--- config.mk ---
export PLATFORM = sky130hd
export DESIGN_NAME = write_merge_buffer
export DESIGN_NICKNAME = d
export VERILOG_FILES = /design/src/rtl/lc3b_types.sv /design/src/rtl/line_byte_mask.sv /design/src/rtl/write_merge_buffer.sv
export SDC_FILE = /design/constraint.sdc
export NUM_CORES = 1
export LEC_CHECK = 0
export CAP_MARGIN = 0
export CORE_ASPECT_RATIO = 1.2
export CORE_MARGIN = 1
export CORE_UTILIZATION = 48
export DETAILED_ROUTE_END_ITERATION = 6
export PLACE_DENSITY_LB_ADDON = 0.25
export SYNTH_ARGS = -nofsm -noshare
export SYNTH_HDL_FRONTEND = slang
export SYNTH_SLANG_ARGS = --single-unit
--- constraint.sdc ---
create_clock -name clk -period 3.62 [get_ports clk]
set_input_delay 0.724 -clock clk [delete_from_list [all_inputs] [get_ports clk]]
set_output_delay 0.724 -clock clk [all_outputs]
set_load 0.01 [all_outputs]
--- src/rtl/lc3b_types.sv ---
// Shared LC-3b types; holds the write-merge buffer state encoding.
package lc3b_types;

    typedef enum logic [1:0] {
        EMPTY = 2'd0,
        VALID = 2'd1,
        DRAIN = 2'd2
    } wmb_state_t;

endpackage

--- src/rtl/line_byte_mask.sv ---
// Maps a word store (address + per-lane enable) onto a line-wide byte mask.
module line_byte_mask #(
    parameter int LINE_BYTES = 16,
    parameter int WORD_BYTES = 2,
    parameter int ADDR_W     = 16
) (
    input  logic [ADDR_W-1:0]     address,
    input  logic [WORD_BYTES-1:0] byte_enable,
    output logic [LINE_BYTES-1:0] byte_mask
);
    localparam int WORD_OFF = $clog2(WORD_BYTES);
    localparam int LINE_OFF = $clog2(LINE_BYTES);
    localparam int SLOT_W   = LINE_OFF - WORD_OFF;

    logic [SLOT_W-1:0] slot;
    logic              unused_address;

    assign slot           = address[LINE_OFF-1:WORD_OFF];
    // Tag and in-word offset bits play no part in the mask.
    assign unused_address = ^address;

    genvar gi;
    generate
        for (gi = 0; gi < LINE_BYTES; gi++) begin : g_byte
            assign byte_mask[gi] = (slot == SLOT_W'(gi / WORD_BYTES))
                                   && byte_enable[gi % WORD_BYTES];
        end
    endgenerate

endmodule

--- src/rtl/write_merge_buffer.sv ---
// Single-line write-combining buffer draining masked line writes to memory.
// Optional store-to-load forwarding port enabled by defining WMB_FWD_EN.
module write_merge_buffer
    import lc3b_types::*;
#(
    parameter int LINE_BYTES = 16,
    parameter int WORD_BYTES = 2,
    parameter int ADDR_W     = 16
) (
    input  logic                    clk,
    input  logic                    rst,
    input  logic                    cpu_write,
    input  logic [ADDR_W-1:0]       cpu_address,
    input  logic [8*WORD_BYTES-1:0] cpu_wdata,
    input  logic [WORD_BYTES-1:0]   cpu_byte_enable,
    output logic                    cpu_resp,
    input  logic                    flush,
    output logic                    idle,
    output logic                    mem_write,
    output logic [ADDR_W-1:0]       mem_address,
    output logic [8*LINE_BYTES-1:0] mem_wdata,
    output logic [LINE_BYTES-1:0]   mem_byte_mask,
    input  logic                    mem_resp
`ifdef WMB_FWD_EN
    ,
    input  logic [ADDR_W-1:0]       rd_address,
    output logic                    rd_hit,
    output logic [8*WORD_BYTES-1:0] rd_data,
    output logic [WORD_BYTES-1:0]   rd_mask
`endif
);
    localparam int LINE_OFF = $clog2(LINE_BYTES);
    localparam int TAG_W    = ADDR_W - LINE_OFF;

    wmb_state_t            state_reg;
    logic [7:0]            data_reg [LINE_BYTES];
    logic [LINE_BYTES-1:0] mask_reg;
    logic [TAG_W-1:0]      tag_reg;
    logic                  mem_write_reg;

    logic [TAG_W-1:0]      cpu_tag;
    logic                  tag_hit;
    logic                  accept;
    logic                  drain_done;
    logic [LINE_BYTES-1:0] store_mask;
    logic [LINE_BYTES-1:0] write_mask;

    line_byte_mask #(
        .LINE_BYTES (LINE_BYTES),
        .WORD_BYTES (WORD_BYTES),
        .ADDR_W     (ADDR_W)
    ) u_store_mask (
        .address     (cpu_address),
        .byte_enable (cpu_byte_enable),
        .byte_mask   (store_mask)
    );

    assign cpu_tag    = cpu_address[ADDR_W-1:LINE_OFF];
    assign tag_hit    = (cpu_tag == tag_reg);
    // A miss in VALID is held off until the line has drained.
    assign accept     = !rst && cpu_write
                        && ((state_reg == EMPTY) || (state_reg == VALID && tag_hit));
    assign drain_done = (state_reg == DRAIN) && mem_resp;
    assign write_mask = accept ? store_mask : '0;

    assign cpu_resp      = accept;
    assign idle          = (state_reg == EMPTY);
    assign mem_write     = mem_write_reg;
    assign mem_address   = {tag_reg, {LINE_OFF{1'b0}}};
    assign mem_byte_mask = mask_reg;

    genvar gi;
    generate
        for (gi = 0; gi < LINE_BYTES; gi++) begin : g_data
            always_ff @(posedge clk) begin
                if (rst || drain_done) begin
                    data_reg[gi] <= '0;
                end else if (write_mask[gi]) begin
                    data_reg[gi] <= cpu_wdata[(gi % WORD_BYTES)*8 +: 8];
                end
            end
            assign mem_wdata[gi*8 +: 8] = data_reg[gi];
        end
    endgenerate

    always_ff @(posedge clk) begin
        if (rst) begin
            state_reg     <= EMPTY;
            mask_reg      <= '0;
            tag_reg       <= '0;
            mem_write_reg <= 1'b0;
        end else begin
            case (state_reg)
                EMPTY: begin
                    if (cpu_write) begin
                        tag_reg  <= cpu_tag;
                        mask_reg <= store_mask;
                        if (|cpu_byte_enable) begin
                            state_reg <= VALID;
                        end
                    end
                end
                VALID: begin
                    // A merging store beats a simultaneous flush.
                    if (cpu_write) begin
                        if (tag_hit) begin
                            mask_reg <= mask_reg | store_mask;
                        end else begin
                            state_reg     <= DRAIN;
                            mem_write_reg <= 1'b1;
                        end
                    end else if (flush) begin
                        state_reg     <= DRAIN;
                        mem_write_reg <= 1'b1;
                    end
                end
                DRAIN: begin
                    if (mem_resp) begin
                        state_reg     <= EMPTY;
                        mask_reg      <= '0;
                        mem_write_reg <= 1'b0;
                    end
                end
                default: begin
                    state_reg     <= EMPTY;
                    mem_write_reg <= 1'b0;
                end
            endcase
        end
    end

`ifdef WMB_FWD_EN
    localparam int WORD_OFF = $clog2(WORD_BYTES);
    localparam int SLOTS    = LINE_BYTES / WORD_BYTES;
    localparam int SLOT_W   = LINE_OFF - WORD_OFF;

    logic [8*WORD_BYTES-1:0] slot_data [SLOTS];
    logic [WORD_BYTES-1:0]   slot_mask [SLOTS];
    logic [SLOT_W-1:0]       rd_slot;
    logic                    unused_rd;

    generate
        for (gi = 0; gi < LINE_BYTES; gi++) begin : g_fwd
            assign slot_data[gi / WORD_BYTES][(gi % WORD_BYTES)*8 +: 8] = data_reg[gi];
            assign slot_mask[gi / WORD_BYTES][gi % WORD_BYTES]          = mask_reg[gi];
        end
    endgenerate

    assign rd_slot   = rd_address[LINE_OFF-1:WORD_OFF];
    assign unused_rd = ^rd_address;
    assign rd_hit    = (state_reg != EMPTY) && (rd_address[ADDR_W-1:LINE_OFF] == tag_reg);
    assign rd_data   = rd_hit ? slot_data[rd_slot] : '0;
    assign rd_mask   = rd_hit ? slot_mask[rd_slot] : '0;
`endif

endmodule

-- Word-level counts from Yosys, hierarchy flattened
Memories as Yosys holds them, arrays and structs flattened.
Index checks and enable logic that the tools add are counted.
W data, S select, Z words.
- register bits: 31
- bits in writable memories: 128
- bits of input ports: 39
- word-level logic and storage cells: 155
- memories kept: 1
- equality and inequality tests: 17
- muxes and demuxes: 84
- bitwise gates (word level): 18
- reduce and logical (&&, ||, !) cells: 31
- memories (name ; depth ; bits a word ; rd ports ; clocked after memory_dff ; wr ports ; line ; source):
    data_reg ; 16 ; 8 ; 16 ; 0 ; 16 ; write_merge_buffer.sv:36 ; logic [7:0] data_reg [LINE_BYTES];
- operators by type and width (operator ; count):
    $mux W8 ; 16
    $mux W16 ; 5
    $mux W1 ; 54
    $pmux W16 S3 ; 1
    $logic_and A1 B1 Y1 ; 20
    $or A1 B1 Y1 ; 16
    $or A16 B16 Y16 ; 1
    $eq A12 B12 Y1 ; 1
    $eq A3 B3 Y1 const B ; 4
    $mux W2 ; 6
    $reduce_and A5 Y1 ; 2
    $ne A2 B2 Y1 const B ; 4
    $eq A3 B2 Y1 const B ; 2
    $ne A3 B3 Y1 const B ; 2
    $pmux W2 S3 ; 1
    $reduce_and A4 Y1 ; 1
    $eq A3 B1 Y1 const B ; 1
    $logic_not A3 Y1 ; 1
    $pmux W1 S3 ; 1
    $reduce_bool A3 Y1 ; 1
    $eq A2 B1 Y1 const B ; 1
    $eq A2 B2 Y1 const B ; 1
    $logic_not A2 Y1 ; 1
    $logic_or A1 B1 Y1 ; 2
    other kinds (5) ; 5

-- Logic depth before layout (Yosys ltp)
Gate-level depths: netlist of run 1.
- word-level depth: 9
- mapped depth: 8

-- Hierarchy
Synthesis of run 1 repeated with hierarchy kept, for this count alone.
- cell total of the unflattened synthesis: 722
- area total of the unflattened synthesis: 7343.3 µm²
- by module, submodules not included (module ; times used ; cells an instance ; area an instance (µm²)):
    write_merge_buffer ; 1 ; 703 ; 7109.3
    line_byte_mask ; 1 ; 19 ; 234.0

-- Worst setup path after synthesis of run 1
No wires, ideal clock.
- path kind: input-to-reg
- from: input cpu_address[14]
- to: memory data_reg[1][2], in the netlist data_reg[0][10], enable pin
- setup time: 0.398 ns
- arrival: 2.769 ns
- slack: 0.453 ns
- stages on the path: 6
- path buffers: 1
- cells stage by stage: xnor2_1 -> nand4_1 -> nor4_2 -> a21oi_2 -> buf_2 -> o41ai_1
- RTL lines (element ; line ; source):
    from (decl) ; write_merge_buffer.sv:13 ; input logic [ADDR_W-1:0] cpu_address,
    to (decl) ; write_merge_buffer.sv:36 ;

-- Worst setup path after layout of run 1
- from: input cpu_address[12]
- to: output cpu_resp
- word-level cells in the longest chain between the ends: 4
- ends and longest elaborated chain (element ; line ; source):
    $eq A12 B12 Y1 ; write_merge_buffer.sv:59 ; assign tag_hit = (cpu_tag == tag_reg);
    $logic_and A1 B1 Y1 ; write_merge_buffer.sv:62 ; && ((state_reg == EMPTY) || (state_reg == VALID && tag_hit));
    $logic_or A1 B1 Y1 ; write_merge_buffer.sv:62 ;
    $logic_and A1 B1 Y1 ; write_merge_buffer.sv:62 ;
    to (decl) ; write_merge_buffer.sv:16 ; output logic cpu_resp,
Every way passes these cells.

==> impl_metrics.py, run 1 <==
metrics = {
    "status": {
        "status": "finished, final reports clean",
    },
    "final_layout": {
        "layout-drive-gt1-share_pct": 14.9,
        "nets": 790,
        "largest_reg_flops": 128,
        "fill_cells": 1048,
        "antennaDiodeCount": 0,
        "syn_to_final_growth_pct": 39.8,
    },
    "clock_network": {
        "cts.clk_slew.worst_paths_ns": 0.07,
        "clock_path_buffers": 2,
        "cts_made_buffers": 17,
        "htree_levels": 4,
        "clock-root-buffer": "clkbuf_16",
        "cts_tree": "done",
        "cts.sinks": 159,
        "clkLatencyLatePin_ns": 0.42,
        "cts-hold-fix-buffers": 0,
    },
    "yosys": {
        "synth_ff_type": "edfxtp_1",
        "syn_area_per_cell_um2": 12.7,
        "ys_ff_latch": 159,
        "yosysMostFrequentCell": "edfxtp_1",
        "synth_common_cells": "edfxtp_1 (128), nor4_1 (92), nand2_1 (62), clkbuf_1 (51), nor4_2 (38)",
        "syn_inst": 557,
        "yosys-top-cells-area": "edfxtp_1 (54%), dfxtp_1 (8.8%), nor4_1 (8.2%)",
        "synth_top_area_share_pct": 54.4,
        "synth_area_um2": 7060,
        "ys_warn_count": 0,
        "yosys.area.top_type": "edfxtp_1",
        "synth_edf_count": 128,
        "ys_seq_area_share_pct": 63.2,
        "async_reset_ff_share_pct": 0,
        "yosysUniqueCellTypes": 38,
    },
    "setup_path": {
        "cp_max_fo": 4,
        "cp.arrival_ns": 2.31,
        "r2r_slack_ns": 1.11,
        "slowest_stage": "clkdlybuf4s50_1",
        "startpoint_type": "input pin",
        "critPathCaptureType": "primary output",
        "worst-setup-path-type": "in2out",
        "slowest_delay_ns": 0.51,
        "path_cells": "clkdlybuf4s50_1 -> xnor2_1 -> nand4_1 -> nor4_2 -> buf_4 -> a21oi_4 -> nor2_1 -> dlymetal6s2s_1",
        "cp.required_ns": 2.90,
    },
    "power": {
        "irDropWorstVdd_v": 0.000583,
        "p_leak_uw": 0.00320,
        "combPwrFrac_pct": 26.2,
        "p_sw_share_pct": 31.1,
        "power_uw": 5430,
        "clkPwrFrac_pct": 32.6,
        "power_frac_seq_pct": 41.1,
        "power.internal_uw": 3740,
        "power_density_nw_per_um2": 551,
        "switchingPower_uw": 1690,
    },
    "route": {
        "drt_iter0_drc": 372,
        "dr.pass1.iters": 5,
        "final_antenna_net_count": 0,
        "wl_per_cell_um": 19.6,
        "wl_mm": 18.3,
        "vias": 5683,
        "viasPerCell": 6.08,
        "drc": 0,
    },
    "die": {
        "ios": 202,
        "floorplan.initialDensity_pct": 49.2,
        "fp.coreArea_um2": 14400,
        "die_h_um": 135,
        "dieWidth_um": 113,
        "die_area_um2": 15200,
        "row_count": 48,
    },
    "sta": {
        "setup_viol_count_final": 0,
        "hold_ws_ns": 0.482,
        "fin_crit_ns": 3.03,
        "min_period_over_period_pct": 83.8,
        "max-slew-margin-rel_pct": 45.5,
        "grt_setup_unrepaired": "no",
        "setup_tns_ns": 0,
        "fmax_ghz": 0.330,
        "skew_ns": 0.0138,
        "slew_violations": 0,
        "hold_viol_final": 0,
        "tightest_slew_ns": 0.817,
    },
    "placed_design": {
        "port-buffer-count": 196,
        "dp_hpwl_mm": 12.7,
        "routabilityCongestion": 0.812,
    },
    "grt": {
        "antenna_found_initial": 0,
        "grt_pass1_vias": 5383,
        "grt_pass1_wl_mm": 28.6,
        "track_usage_pct": 24.2,
        "grt_overflow": 0,
        "grt_max_degree": 117,
    },
    "run": {
        "max_cap_violations": 0,
    },
    "hold_path": {
        "hp-class": "reg2reg",
    },
}
[power by group through the flow]
stage	Clock (uW)	Combinational, uW	Sequential, uW
final	1770	1430	2240
after global routing	1860	1530	2250
after CTS	1780	1420	2240
after detailed placement	0	1410	2270
after global placement	0	1370	2270
after floorplan	0	774	2340
[stage by stage]
step	cell area (um^2)	utilization, %	setup slack (ns)	std cells
floorplan	7070	-	0.453	560
global placement	9270	64.6	0.150	902
detailed placement	9270	64.6	0.144	902
CTS	9860	68.7	0.136	934
global route	9870	68.7	0.365	935
finish	9870	68.7	0.586	935
[cells by family after synthesis]
| group | after synthesis | share of synthesized area, % |
|---|---|---|
| AND/OR/NAND/NOR | 223 | 20.8 |
| flip-flops | 159 | 63.2 |
| AO/OA/AOI/OAI | 87 | 8.97 |
| buffers and inverters | 70 | 4.63 |
| XOR/XNOR | 12 | 1.49 |
| adder cells (fa/ha/maj) | 4 | 0.709 |
| other | 1 | 0.0531 |
| multiplexers | 1 | 0.142 |
[worst paths after layout]
kind,start,to,cells after the start
hold reg to reg,mem_write,mem_write,1
setup reg to reg,tag_reg[7],data_reg[0][30],8
hold / removal,mem_write,mem_write,1
setup / recovery,cpu_address[12],cpu_resp,8
[worst max-delay path: cells and delay by family]
family / cells / cell delay (ns)
AO/OA/AOI/OAI: 1 / 0.07
AND/OR/NAND/NOR: 3 / 0.52
XOR/XNOR: 1 / 0.14
buffers and inverters: 3 / 0.85
[metal layers]
layer | routed length (um) | vias up | share of wire [%] | global-route usage (%)
li1 | - | 2606 | - | -
met1 | 7380 | 2758 | 40 | 30.8
met2 | 9310 | 289 | 51 | 41.1
met3 | 1230 | 30 | 6.7 | 4.71
met4 | 432 | 0 | 2.4 | 9.26
met5 | 0 | - | 0 | 0
[cell usage in the layout (no fill, tap or decap), types with 3 or more instances in the layout]
master and count:
a21oi_1 31, nand2b_1 3, ha_1 4, clkdlybuf4s50_1 194
clkinvlp_4 3, inv_6 3, o41ai_1 6, nand2_1 62
dfxtp_1 31, edfxtp_1 128, xnor2_1 12, nor4_1 92
a41oi_1 16, a311oi_1 16, conb_1 4, o31ai_1 9
and2_1 6, inv_1 3, nor4_2 38, clkbuf_16 17
nor2_1 7, nand3_1 3, buf_4 37
[area by class of cell]
class	count	area, um^2	share of cell area (%)
clock inverter	14	158	1.60
clock buffer	18	429	4.35
multi-input combinational	331	2320	23.5
tap	175	219	2.22
sequential	159	4460	45.3
timing repair buffer	234	2260	22.9
inverter	4	15.0	0.152
[repair_timing]
item                       in CTS  in global routing
setup buffers                   0                  1
gates resized for setup         0                  1
setup endpoints to repair       0                  1
No activity file was read; power rests on OpenSTA's default activity.
==> run 2, diff against run 1 <==
clock period = 3 ns   (was 3.62 ns; I/O delays follow)
==> run 2 against run 1 <==
Net effect:
- hold slack better by 0.0049 ns
- combinational power is 27% higher
- setup slack worse by 0.48 ns
- critical endpoint unchanged
- non-clock buffer count is 14 higher
- first-iteration DRC count is 4.6% higher
- via count is 1.6% higher
==> impl_metrics.py, run 2 (synthesis results as in run 1) <==
metrics = {
    "clock_network": {
        "cts_made_buffers": 17,
        "htree_levels": 4,
        "clock_path_buffers": 2,
        "cts_tree": "done",
        "clkLatencyLatePin_ns": 0.43,
        "cts-hold-fix-buffers": 0,
        "cts.sinks": 159,
        "clock-root-buffer": "clkbuf_16",
        "cts.clk_slew.worst_paths_ns": 0.06,
    },
    "die": {
        "die_h_um": 135,
        "fp.coreArea_um2": 14400,
        "floorplan.initialDensity_pct": 49.2,
        "die_area_um2": 15200,
        "row_count": 48,
        "ios": 202,
        "dieWidth_um": 113,
    },
    "setup_path": {
        "slowest_stage": "clkdlybuf4s50_1",
        "path_cells": "clkdlybuf4s50_1 -> xnor2_1 -> nand4_1 -> nor4_2 -> buf_4 -> a21oi_4 -> nor2_1 -> clkdlybuf4s15_1",
        "rr_startpoint": "tag_reg[11]",
        "crit_start": "cpu_address[12]",
        "cp.required_ns": 2.40,
        "startpoint_type": "input pin",
        "worst-setup-path-type": "in2out",
        "r2r_slack_ns": 0.67,
        "crit_family": "buffers and inverters",
        "cp.depth": 8,
        "slowest_delay_ns": 0.50,
        "cp.arrival_ns": 2.29,
        "crit_end": "cpu_resp",
        "rr_endpoint": "data_reg[1][61]",
        "critPathCaptureType": "primary output",
        "critPathBufInv": 3,
        "rr_worst_depth": 8,
        "cp_max_fo": 2,
    },
    "placed_design": {
        "dpl_cell_area_um2": 9400,
        "routabilityCongestion": 0.857,
        "dp_hpwl_mm": 13.3,
        "port-buffer-count": 196,
    },
    "grt": {
        "grt_pass1_wl_mm": 29.3,
        "grt_overflow": 0,
        "grt_max_degree": 65,
        "grt_pass1_vias": 5540,
        "track_usage_pct": 25.4,
        "antenna_found_initial": 0,
    },
    "hold_path": {
        "hp-class": "reg2reg",
        "whs_path_depth": 2,
        "hp-start": "tag_reg[8]",
    },
    "sta": {
        "slew_violations": 0,
        "fin_crit_ns": 2.89,
        "setup_viol_count_final": 0,
        "tightest_slew_ns": 0.635,
        "grt_setup_unrepaired": "no",
        "skew_ns": 0.00647,
        "hold_ws_ns": 0.486,
        "max-slew-margin-rel_pct": 57.6,
        "hold_viol_final": 0,
        "fmax_ghz": 0.345,
        "min_period_over_period_pct": 96.5,
    },
    "route": {
        "drt_iter0_drc": 389,
        "drc": 0,
        "wl_per_cell_um": 19.9,
        "dr.pass1.iters": 5,
        "final_antenna_net_count": 0,
        "viasPerCell": 6.09,
        "vias": 5776,
        "wl_mm": 18.9,
    },
    "final_layout": {
        "fill_cells": 1014,
        "regArea_um2": 4460,
        "fin_area_um2": 10000,
        "antennaDiodeCount": 0,
        "mostFrequentLayoutCells": "clkdlybuf4s50_1 (194), edfxtp_1 (128), nor4_1 (92)",
        "multi_input_area_um2": 2340,
        "largest_reg_flops": 128,
        "nets": 804,
        "layout-drive-gt1-share_pct": 17.1,
        "final_common_cell": "clkdlybuf4s50_1",
        "syn_to_final_growth_pct": 41.8,
    },
    "power": {
        "power_density_nw_per_um2": 665,
        "irDropWorstVdd_v": 0.000385,
        "p_leak_uw": 0.00328,
    },
    "status": {
        "status": "finished, final reports clean",
    },
    "run": {
        "max_cap_violations": 0,
    },
}
## run 2: worst min-delay path by stage
stage                              end  slack [ns]
after detailed placement     mem_write        0.47
after floorplan           state_reg[0]        0.48
after global routing        tag_reg[7]        0.51
final                       tag_reg[8]        0.49
after CTS                   tag_reg[8]        0.49
after global placement       mem_write        0.45
## run 2: tightest hold or removal path: stages, from the launching register on
cell     delay, ns
dfxtp_1       0.33
nand2_1       0.06
a21oi_1       0.05
## run 2: power by group
part           switching (uW)  internal [uW]
registers                 102           2600
clock network             869           1280
logic                    1080            729
total                    2050           4610
## run 2: routing by layer
layer / share of wire [%] / GRT usage, %
met1: 39 / 30.7
met2: 51 / 43.5
met5: 0 / 0
met4: 2.6 / 10.6
met3: 7.6 / 6.28
## run 2: per-stage QoR
step / total power, uW / TNS [ns] / util (%) / setup slack [ns] / instances
6_report: 6660 / 0 / 69.8 / 0.105 / 949
5_1_grt: 6910 / 0 / 69.8 / 0.0161 / 949
3_5_place_dp: 4530 / -4.12 / 65.5 / -0.219 / 916
2_1_floorplan: 3770 / -1.04 / - / -0.0432 / 560
4_1_cts: 6670 / 0 / 69.7 / 0.0517 / 948
3_3_place_gp: 4460 / -0.147 / 65.5 / -0.147 / 916
## run 2: layout make-up
cell class | instances | area share [%]
Clock inverter | 9 | 0.675
Multi-Input combinational cell | 331 | 23.4
Clock buffer | 23 | 5.41
Tap cell | 175 | 2.19
Inverter | 4 | 0.150
Timing Repair Buffer | 248 | 23.6
Sequential cell | 159 | 44.6
## run 2: repair_timing
item                                    CTS  global route
gates resized for setup                   1             1
endpoints found under the setup margin    1             1
pin swaps                                 0             1
buffers inserted                          0             1
==> run 3, diff against run 2 <==
HOLD_SLACK_MARGIN = 0.02   (was unset)
TNS_END_PERCENT = 30   (was unset)
==> run 3 against run 2 <==
Net effect:
- sequential power about the same
- count of clock-buffer cells in the layout decreased by 6
- global-route usage decreased by 0.32 points
- non-clock buffer count decreased by 6
- register-to-register slack got worse by 0.08 ns
- critical path type unchanged
- critical endpoint unchanged
==> impl_metrics.py, run 3 (synthesis results as in run 1) <==
metrics = {
    "status": {
        "status": "finished, final reports clean",
    },
    "sta": {
        "grt_setup_unrepaired": "no",
        "skew_ns": 0.0100,
        "tightest_slew_ns": 0.802,
        "fin_crit_ns": 2.88,
        "min_period_over_period_pct": 96.0,
        "hold_viol_final": 0,
        "setup_viol_count_final": 0,
        "fmax_ghz": 0.347,
        "max-slew-margin-rel_pct": 46.5,
        "slew_violations": 0,
    },
    "grt": {
        "grt_overflow": 0,
        "track_usage_pct": 25.1,
        "grt_max_degree": 92,
        "antenna_found_initial": 0,
        "grt_pass1_wl_mm": 29.4,
        "grt_pass1_vias": 5571,
    },
    "route": {
        "dr.pass1.iters": 5,
        "wl_per_cell_um": 19.7,
        "vias": 5676,
        "wl_mm": 18.6,
        "final_antenna_net_count": 0,
        "viasPerCell": 6.02,
        "drc": 0,
        "drt_iter0_drc": 416,
    },
    "power": {
        "p_leak_uw": 0.00320,
        "irDropWorstVdd_v": 0.000431,
        "power_uw": 6420,
        "power_density_nw_per_um2": 649,
    },
    "run": {
        "max_cap_violations": 0,
    },
    "placed_design": {
        "dpl_cell_area_um2": 9350,
        "routabilityCongestion": 0.826,
        "dp.cells": 911,
        "dp_hpwl_mm": 13.1,
        "port-buffer-count": 196,
    },
    "setup_path": {
        "rr_startpoint": "tag_reg[0]",
        "critPathCaptureType": "primary output",
        "cp.required_ns": 2.40,
        "cp.arrival_ns": 2.28,
        "rr_worst_depth": 8,
        "r2r_slack_ns": 0.59,
        "slowest_stage": "clkdlybuf4s50_1",
        "slowest_delay_ns": 0.50,
        "rr_endpoint": "data_reg[0][42]",
        "startpoint_type": "input pin",
        "worst-setup-path-type": "in2out",
        "cp_max_fo": 2,
        "path_cells": "clkdlybuf4s50_1 -> xnor2_1 -> nand4_1 -> nor4_2 -> buf_4 -> a21oi_4 -> nor2_1 -> clkdlybuf4s15_1",
    },
    "final_layout": {
        "final-instance-count-excl-fill": 943,
        "layout-drive-gt1-share_pct": 15.8,
        "antennaDiodeCount": 0,
        "fin_area_um2": 9890,
        "final_common_cell": "clkdlybuf4s50_1",
        "largest_reg_flops": 128,
        "syn_to_final_growth_pct": 40.0,
        "mostFrequentLayoutCells": "clkdlybuf4s50_1 (194), edfxtp_1 (128), nor4_1 (92)",
        "nets": 798,
    },
    "clock_network": {
        "clock-root-buffer": "clkbuf_16",
        "clkLatencyLatePin_ns": 0.41,
        "htree_levels": 4,
        "cts.sinks": 159,
        "cts_tree": "done",
        "post_cts.repair.setup_buffers": 0,
        "cts_made_buffers": 17,
        "cts-hold-fix-buffers": 0,
        "clock_path_buffers": 2,
        "cts.clk_slew.worst_paths_ns": 0.06,
    },
    "die": {
        "floorplan.initialDensity_pct": 49.2,
        "dieWidth_um": 113,
        "die_h_um": 135,
        "ios": 202,
        "fp.coreArea_um2": 14400,
        "die_area_um2": 15200,
        "row_count": 48,
    },
    "hold_path": {
        "hp-class": "reg2reg",
        "holdPathEnd": "tag_reg[10]",
        "whs_path_depth": 2,
        "hp-start": "tag_reg[10]",
    },
}
run 3: changes by cell type in the layout (fill, tap and decap cells not counted), sizes merged:
| cell | delta |
|---|---|
| buf | -6 |
| clkbuf | -6 |
| clkinv | +3 |
| clkinvlp | +1 |
| inv | +2 |
run 3: how the worst max path moves through the flow:
stage | startpoint | endpoint | slack, ns | cells after the start
2_1_floorplan | cpu_address[14] | data_reg[0][16] | -0.04 | 6
3_3_place_gp | cpu_address[14] | cpu_resp | -0.20 | 8
3_5_place_dp | cpu_address[15] | cpu_resp | -0.22 | 8
4_1_cts | cpu_address[15] | cpu_resp | 0.02 | 8
5_1_grt | cpu_address[5] | cpu_resp | 0.01 | 8
6_report | cpu_address[5] | cpu_resp | 0.12 | 8
run 3: routing by layer:
layer | track usage (%) | vias to the layer above | routed length, um
met2 | 42.0 | 287 | 9410
met3 | 5.39 | 40 | 1240
met5 | 0 | - | 0
met4 | 10.7 | 0 | 525
li1 | - | 2633 | -
met1 | 31.6 | 2716 | 7410
run 3: layout make-up:
cell class / count / area (um^2)
fill: 1043 / 4470
sequential: 159 / 4460
timing repair buffer: 242 / 2330
multi-input combinational: 331 / 2320
clock buffer: 17 / 425
tap: 175 / 219
clock inverter: 15 / 111
inverter: 4 / 15.0
run 3: worst max-delay path: cells and delay by family:
| kind | cells | cell delay [ns] |
|---|---|---|
| compound gates | 1 | 0.05 |
| xor+xnor | 1 | 0.14 |
| buf+inv | 3 | 0.93 |
| simple gates | 3 | 0.55 |
run 3: through the flow:
stage / setup WS [ns] / setup TNS (ns) / util (%) / hold slack [ns]
after floorplan: -0.0432 / -1.61 / - / 0.483
after global placement: -0.197 / -1.22 / 65.1 / 0.455
after detailed placement: -0.223 / -8.71 / 65.1 / 0.483
after CTS: 0.0233 / 0 / 68.9 / 0.490
after global routing: 0.0126 / 0 / 68.9 / 0.509
final: 0.121 / 0 / 68.9 / 0.484
run 3: timing repair:
| action | CTS | global route |
|---|---|---|
| endpoints found under the setup margin | 1 | 1 |
| pin swaps | 1 | 3 |
| resized for setup | 1 | 1 |
run 3: power breakdown:
part	internal (uW)	switching [uW]	leakage, uW
Clock	1060	875	0.000259
Sequential	2600	98.8	0.00158
Combinational	712	1060	0.00136
